==> src/rtl/usb3_endp_mux.sv <==
// Endpoint buffer router between the USB3 link layer and NUM_EP endpoint buffers.
// Adds per-endpoint halt/sequence state and a commit/arm handshake FSM with timeout.
module usb3_endp_mux #(
  parameter int          NUM_EP      = 4,
  parameter int          ADDR_W      = 9,
  parameter int          DATA_W      = 32,
  parameter int          LEN_W       = 11,
  parameter logic [15:0] EP_IN_MASK  = 16'h0005,
  parameter logic [15:0] EP_OUT_MASK = 16'h0003,
  parameter logic [31:0] EP_MODES    = 32'h0000_00A0,
  parameter int          TIMEOUT_CYC = 1024
) (
  input  logic                       local_clk,
  input  logic                       reset,
  input  logic [3:0]                 sel_endp,
  input  logic [ADDR_W-1:0]          buf_in_addr,
  input  logic [DATA_W-1:0]          buf_in_data,
  input  logic                       buf_in_wren,
  input  logic                       buf_in_commit,
  input  logic [LEN_W-1:0]           buf_in_commit_len,
  output logic                       buf_in_ready,
  output logic                       buf_in_commit_ack,
  input  logic [ADDR_W-1:0]          buf_out_addr,
  input  logic                       buf_out_arm,
  output logic [DATA_W-1:0]          buf_out_q,
  output logic [LEN_W-1:0]           buf_out_len,
  output logic                       buf_out_hasdata,
  output logic                       buf_out_arm_ack,
  output logic [1:0]                 endp_mode,
  output logic [4:0]                 endp_seq,
  output logic                       endp_halted,
  output logic [NUM_EP*ADDR_W-1:0]   ep_in_addr,
  output logic [NUM_EP*DATA_W-1:0]   ep_in_data,
  output logic [NUM_EP-1:0]          ep_in_wren,
  output logic [NUM_EP-1:0]          ep_in_commit,
  output logic [NUM_EP*LEN_W-1:0]    ep_in_commit_len,
  input  logic [NUM_EP-1:0]          ep_in_ready,
  input  logic [NUM_EP-1:0]          ep_in_commit_ack,
  output logic [NUM_EP*ADDR_W-1:0]   ep_out_addr,
  output logic [NUM_EP-1:0]          ep_out_arm,
  input  logic [NUM_EP*DATA_W-1:0]   ep_out_q,
  input  logic [NUM_EP*LEN_W-1:0]    ep_out_len,
  input  logic [NUM_EP-1:0]          ep_out_hasdata,
  input  logic [NUM_EP-1:0]          ep_out_arm_ack,
  input  logic [NUM_EP-1:0]          halt_set,
  input  logic [NUM_EP-1:0]          halt_clr,
  input  logic [NUM_EP-1:0]          seq_clr,
  output logic                       err_undefined,
  output logic                       err_timeout
);

  localparam int             CNT_W    = (TIMEOUT_CYC > 2) ? $clog2(TIMEOUT_CYC) : 1;
  localparam logic [CNT_W-1:0] CNT_LAST = CNT_W'(TIMEOUT_CYC - 1);
  localparam logic [4:0]     NUM_EP_L = 5'(NUM_EP);

  typedef enum logic [1:0] {
    ST_IDLE     = 2'd0,
    ST_WAIT_IN  = 2'd1,
    ST_WAIT_OUT = 2'd2
  } state_t;

  state_t                   state_q, state_d;
  logic [3:0]               act_ep_q, act_ep_d;
  logic [LEN_W-1:0]         len_q, len_d;
  logic [CNT_W-1:0]         cnt_q, cnt_d;
  logic [NUM_EP-1:0]        halt_q, halt_d;
  logic [NUM_EP-1:0][4:0]   seq_q, seq_d;
  logic                     err_undef_q, err_undef_d;

  logic [3:0] eff_ep;
  logic       eff_valid;
  logic       in_ok, out_ok, halted_eff, ack_in, ack_out;
  logic       commit_go, arm_go, hs_done;

  // Routing is purely combinational so IDLE selection has zero latency;
  // reset forces everything quiet, including a pending ack.
  assign eff_ep    = (state_q == ST_IDLE) ? sel_endp : act_ep_q;
  assign eff_valid = !reset && ({1'b0, eff_ep} < NUM_EP_L);

  always_comb begin
    in_ok           = 1'b0;
    out_ok          = 1'b0;
    halted_eff      = 1'b0;
    ack_in          = 1'b0;
    ack_out         = 1'b0;
    buf_in_ready    = 1'b0;
    buf_out_q       = '0;
    buf_out_len     = '0;
    buf_out_hasdata = 1'b0;
    endp_mode       = 2'd0;
    endp_seq        = 5'd0;
    endp_halted     = 1'b0;
    for (int n = 0; n < NUM_EP; n++) begin
      if (eff_valid && eff_ep == 4'(n)) begin
        in_ok           = EP_IN_MASK[n];
        out_ok          = EP_OUT_MASK[n];
        halted_eff      = halt_q[n];
        ack_in          = ep_in_commit_ack[n];
        ack_out         = ep_out_arm_ack[n];
        buf_in_ready    = ep_in_ready[n] & ~halt_q[n];
        buf_out_q       = ep_out_q[n*DATA_W +: DATA_W];
        buf_out_len     = ep_out_len[n*LEN_W +: LEN_W];
        buf_out_hasdata = ep_out_hasdata[n] & ~halt_q[n];
        endp_mode       = EP_MODES[2*n +: 2];
        endp_seq        = seq_q[n];
        endp_halted     = halt_q[n];
      end
    end
  end

  // A simultaneous commit suppresses the arm entirely, including its error check.
  assign commit_go = (state_q == ST_IDLE) && buf_in_commit && in_ok && !halted_eff;
  assign arm_go    = (state_q == ST_IDLE) && buf_out_arm && !buf_in_commit && out_ok && !halted_eff;

  assign buf_in_commit_ack = (state_q == ST_WAIT_IN) && ack_in;
  assign buf_out_arm_ack   = (state_q == ST_WAIT_OUT) && ack_out;
  assign err_undefined     = err_undef_q;

  always_comb begin
    ep_in_addr       = '0;
    ep_in_data       = '0;
    ep_in_wren       = '0;
    ep_in_commit     = '0;
    ep_in_commit_len = '0;
    ep_out_addr      = '0;
    ep_out_arm       = '0;
    for (int n = 0; n < NUM_EP; n++) begin
      if (eff_valid && eff_ep == 4'(n)) begin
        if (EP_IN_MASK[n]) begin
          ep_in_addr[n*ADDR_W +: ADDR_W] = buf_in_addr;
          ep_in_data[n*DATA_W +: DATA_W] = buf_in_data;
          ep_in_wren[n]                  = buf_in_wren;
        end
        ep_in_commit[n] = commit_go;
        if (commit_go) begin
          ep_in_commit_len[n*LEN_W +: LEN_W] = buf_in_commit_len;
        end else if (state_q == ST_WAIT_IN) begin
          ep_in_commit_len[n*LEN_W +: LEN_W] = len_q;
        end
        if (EP_OUT_MASK[n]) begin
          ep_out_addr[n*ADDR_W +: ADDR_W] = buf_out_addr;
        end
        ep_out_arm[n] = arm_go;
      end
    end
  end

  always_comb begin
    state_d     = state_q;
    act_ep_d    = act_ep_q;
    len_d       = len_q;
    cnt_d       = cnt_q;
    err_timeout = 1'b0;
    hs_done     = 1'b0;
    unique case (state_q)
      ST_IDLE: begin
        if (commit_go) begin
          state_d  = ST_WAIT_IN;
          act_ep_d = sel_endp;
          len_d    = buf_in_commit_len;
          cnt_d    = '0;
        end else if (arm_go) begin
          state_d  = ST_WAIT_OUT;
          act_ep_d = sel_endp;
          cnt_d    = '0;
        end
      end
      ST_WAIT_IN, ST_WAIT_OUT: begin
        // An ack on the last allowed cycle still wins over the timeout.
        if ((state_q == ST_WAIT_IN) ? ack_in : ack_out) begin
          hs_done = 1'b1;
          state_d = ST_IDLE;
        end else if (cnt_q == CNT_LAST) begin
          err_timeout = !reset;
          state_d     = ST_IDLE;
        end else begin
          cnt_d = cnt_q + CNT_W'(1);
        end
      end
      default: state_d = ST_IDLE;
    endcase
  end

  always_comb begin
    halt_d = halt_q;
    seq_d  = seq_q;
    for (int n = 0; n < NUM_EP; n++) begin
      halt_d[n] = halt_set[n] | (halt_q[n] & ~halt_clr[n]);
      if (seq_clr[n]) begin
        seq_d[n] = 5'd0;
      end else if (hs_done && act_ep_q == 4'(n)) begin
        seq_d[n] = seq_q[n] + 5'd1;
      end
    end
    err_undef_d = (buf_in_wren && !in_ok)
                || ((state_q == ST_IDLE) && buf_in_commit && !in_ok)
                || ((state_q == ST_IDLE) && buf_out_arm && !buf_in_commit && !out_ok);
  end

  always_ff @(posedge local_clk) begin
    if (reset) begin
      state_q     <= ST_IDLE;
      act_ep_q    <= 4'd0;
      len_q       <= '0;
      cnt_q       <= '0;
      halt_q      <= '0;
      seq_q       <= '0;
      err_undef_q <= 1'b0;
    end else begin
      state_q     <= state_d;
      act_ep_q    <= act_ep_d;
      len_q       <= len_d;
      cnt_q       <= cnt_d;
      halt_q      <= halt_d;
      seq_q       <= seq_d;
      err_undef_q <= err_undef_d;
    end
  end

endmodule

==> config.mk <==
export PLATFORM = sky130hd
export DESIGN_NAME = usb3_endp_mux
export DESIGN_NICKNAME = d
export VERILOG_FILES = /design/src/rtl/usb3_endp_mux.sv
export SDC_FILE = /design/constraint.sdc
export NUM_CORES = 1
export LEC_CHECK = 0
export CELL_PAD_IN_SITES_DETAIL_PLACEMENT = 1
export CELL_PAD_IN_SITES_GLOBAL_PLACEMENT = 1
export CORE_AREA = 4 4 227 229
export CTS_CLUSTER_SIZE = 25
export DETAILED_ROUTE_END_ITERATION = 8
export DIE_AREA = 0 0 231 233
export PLACE_DENSITY_LB_ADDON = 0.1
export SLEW_MARGIN = 30
export SYNTH_ARGS = -nofsm -noshare
export SYNTH_HDL_FRONTEND = slang
export SYNTH_SLANG_ARGS = --single-unit
==> constraint.sdc <==
create_clock -name local_clk -period 3.5 [get_ports local_clk]
set_input_delay 0.875 -clock local_clk [delete_from_list [all_inputs] [get_ports local_clk]]
set_output_delay 0.875 -clock local_clk [all_outputs]
set_load 0.02 [all_outputs]
==> results.yml <==
run_status:
  outcome: "finished, violations left"
  violations: "negative setup slack"
placement:
  detailed_place_hpwl_um: 39200
  place_area_um2: 12200
  post-place-ws_ns: -1.32
  place_congestion: 0.787
  port_buffers: 475
power_and_ir_drop:
  peakVddDrop_v: 0.000168
  power.clock.fraction_pct: 20.7
  total_power_mw: 2.52
  p_sw_share_pct: 34.8
  p_switching_mw: 0.876
  p_leak_nw: 6.04
  p_int_mw: 1.64
  powerDensity_nw_per_um2: 174
  seqPwrFrac_pct: 24.2
  p_comb_share_pct: 55.1
die:
  start_util_pct: 12.5
  die-area_um2: 53800
  core_area_um2: 49700
  dieWidth_um: 231
  boundaryPins: 583
  fp-row-count: 82
  die_y_um: 233
routing:
  vias: 7868
  dr.pass1.iters: 4
  detail-route-antenna-nets: 0
  wl_per_cell_um: 24.2
  drc: 0
  drt_first_iter_violations: 289
  routed_via_density: 3.82
  routed_wl_um: 49900
yosys:
  ys_async_sr_fraction_pct: 0
  syn_area_um2: 6200
  avgSynthCellArea_um2: 8.21
  synth-seq-area-share_pct: 16.8
  synth_cell_types: 61
  yosys_warnings: 0
  synth_top_cell_by_area: "mux4_2"
  synth_top_area_share_pct: 17.4
  synthCells: 755
  synth_edf_count: 0
  yosys_register_bits: 52
  synth_ff_type: "dfxtp_1"
  synthTopCellsByArea: "mux4_2 17%, dfxtp_1 17%, and2_1 16%, buf_4 13%, nor2_1 4.6%"
critical_path:
  reg2regPathDepth: 14
  max_stage_delay_ns: 0.60
  crit_type: "input port to output pin"
  cpMaxStageDelayCell: "or4b_4"
  arrival_ns: 2.84
  cp.required_ns: 2.62
  cp-end-kind: "output pin"
  startpoint: "sel_endp[2]"
  startpoint_type: "input port"
  r2r_end: "seq_q[19]$_SDFFE_PP0P_"
  worst-r2r-setup-slack_ns: 0.41
  crit_path_frequent_cell: "buf_6"
  cp_cell_sequence: "buf_6, or4b_4, buf_6, nor2_4, nand3_2, and2_4, buf_12, a21boi_4, buf_6, nor2_4, buf_6"
  endpoint: "ep_in_commit_len[25]"
  r2r-start: "state_q[1]$_SDFFE_PP0P_"
  cp_max_fo: 7
sta:
  fmax_mhz: 269
  setup_violations: 95
  setup_ws_ns: -0.219
  finalCritPeriodShare_pct: 106
  tightest_slew_ns: 0.729
  rsz0062_at_grt: "true"
  fin_crit_ns: 3.72
  relSlewSlack_pct: 51.1
  fin_skew_ns: 0.0146
  hold_violations: 0
  fin_hold_ws_ns: 0.492
  slew_viol_final: 0
clock_network:
  clock-sinks: 52
  cts_buffers: 5
  root_buffer: "clkbuf_16"
  h-tree-depth: 2
  cts_buffer_depth: 2
  holdBufCountCts: 0
  clock_latency_ns: 0.31
  path_clk_slew_ns: 0.08
  cts_tree: "yes"
final_layout:
  finalInstanceArea_um2: 14400
  drive_above_1_share_pct: 48.0
  layout.nets: 1653
  syn2layout_area_growth_pct: 133
global_routing:
  grt_pass1_wl_um: 66300
  first_global_vias: 8188
  grt_max_degree: 47
  grt_overflow: 0
  grtUsageTotal_pct: 17.3
  antenna_found_initial: 26
worst_hold_path:
  hp-class: "flop to flop"
  whs_path_depth: 2
run:
  drv_cap: 0
area by class of cell:
type	count	area, um^2
sequential	52	1040
clock buffer	5	125
timing repair buffer	663	7010
inverter	14	52.6
fill	5788	35200
multi-input combinational	639	5320
antenna	10	25.0
clock inverter	3	18.8
tap	672	841
timing repair:
action                     in CTS  in global routing
setup buffers                  78                 13
cloned                         19                  0
resized for setup            1002                222
pin swaps                      64                 83
setup endpoints to repair     204                185
worst max-delay path, delay by kind of cell:
| family | cells | cell delay [ns] |
|---|---|---|
| simple gates | 5 | 1.04 |
| buf+inv | 5 | 0.68 |
| compound gates | 1 | 0.25 |
synthesized netlist by cell type (8+ instances only):
| library cell | count |
|---|---|
| mux2i_1 | 15 |
| nor2_1 | 76 |
| ha_1 | 8 |
| o21ai_0 | 12 |
| clkbuf_1 | 36 |
| mux4_2 | 48 |
| dfxtp_1 | 52 |
| a21boi_1 | 10 |
| a21oi_1 | 25 |
| nand2_1 | 38 |
| and2_1 | 154 |
| nand3_1 | 20 |
| buf_4 | 107 |
| nor3_1 | 13 |
| inv_1 | 14 |
| xnor2_1 | 8 |
placed cells by master, fill, tap and decap left out, types with 28 or more instances in the layout:
master	instances
nand2_1	30
dfxtp_1	50
clkdlybuf4s50_1	265
buf_4	97
and2_4	95
conb_1	107
buf_6	198
mux4_2	48
and2_1	59
buf_2	49
buf_12	28
per-stage QoR:
step                util, %  std cells  setup TNS (ns)
finish                 29.1       2058           -7.38
global placement       24.6       1941         -188.11
global route           29.0       2050          -14.54
detailed placement     24.6       1941         -192.53
CTS                    28.2       2043          -10.74
floorplan                 -        861          -0.142
how the worst min path moves through the flow:
stage / endpoint / startpoint / slack (ns)
floorplan: len_q[0]$_SDFFE_PP0P_ / len_q[0]$_SDFFE_PP0P_ / 0.43
global placement: len_q[0]$_SDFFE_PP0P_ / len_q[0]$_SDFFE_PP0P_ / 0.46
detailed placement: len_q[0]$_SDFFE_PP0P_ / len_q[0]$_SDFFE_PP0P_ / 0.46
CTS: seq_q[19]$_SDFFE_PP0P_ / seq_q[19]$_SDFFE_PP0P_ / 0.49
global route: len_q[7]$_SDFFE_PP0P_ / len_q[7]$_SDFFE_PP0P_ / 0.52
finish: seq_q[19]$_SDFFE_PP0P_ / seq_q[19]$_SDFFE_PP0P_ / 0.49
registers in the layout, indices dropped and copies added, names as in the netlist:
register / count
seq_q: 20
halt_q: 4
act_ep_q: 4
err_undefined: 1
state_q: 2
cnt_q: 10
len_q: 11
layer usage:
metal  share of wire, %  GRT usage (%)
met3                8.0           5.57
met4               0.71           1.39
met5               0.19              0
met2                 50           30.0
met1                 41           21.8
kinds of logic after synthesis:
| family | synth area share (%) |
|---|---|
| multiplexers | 21.0 |
| adder cells (fa/ha/maj) | 1.61 |
| other | 0.0605 |
| buffers and inverters | 17.1 |
| AO/OA/AOI/OAI | 11.4 |
| XOR/XNOR | 1.13 |
| AND/OR/NAND/NOR | 30.9 |
| flip-flops | 16.8 |
power groups by stage:
stage	clock (mW)	sequential [mW]	combinational, mW
final	0.520	0.609	1.39
after global routing	0.568	0.610	1.47
after CTS	0.548	0.608	1.35
after detailed placement	0	0.621	1.12
after global placement	0	0.621	1.12
after floorplan	0	0.617	0.569
Note: power is estimated with default switching activity, not from simulation.
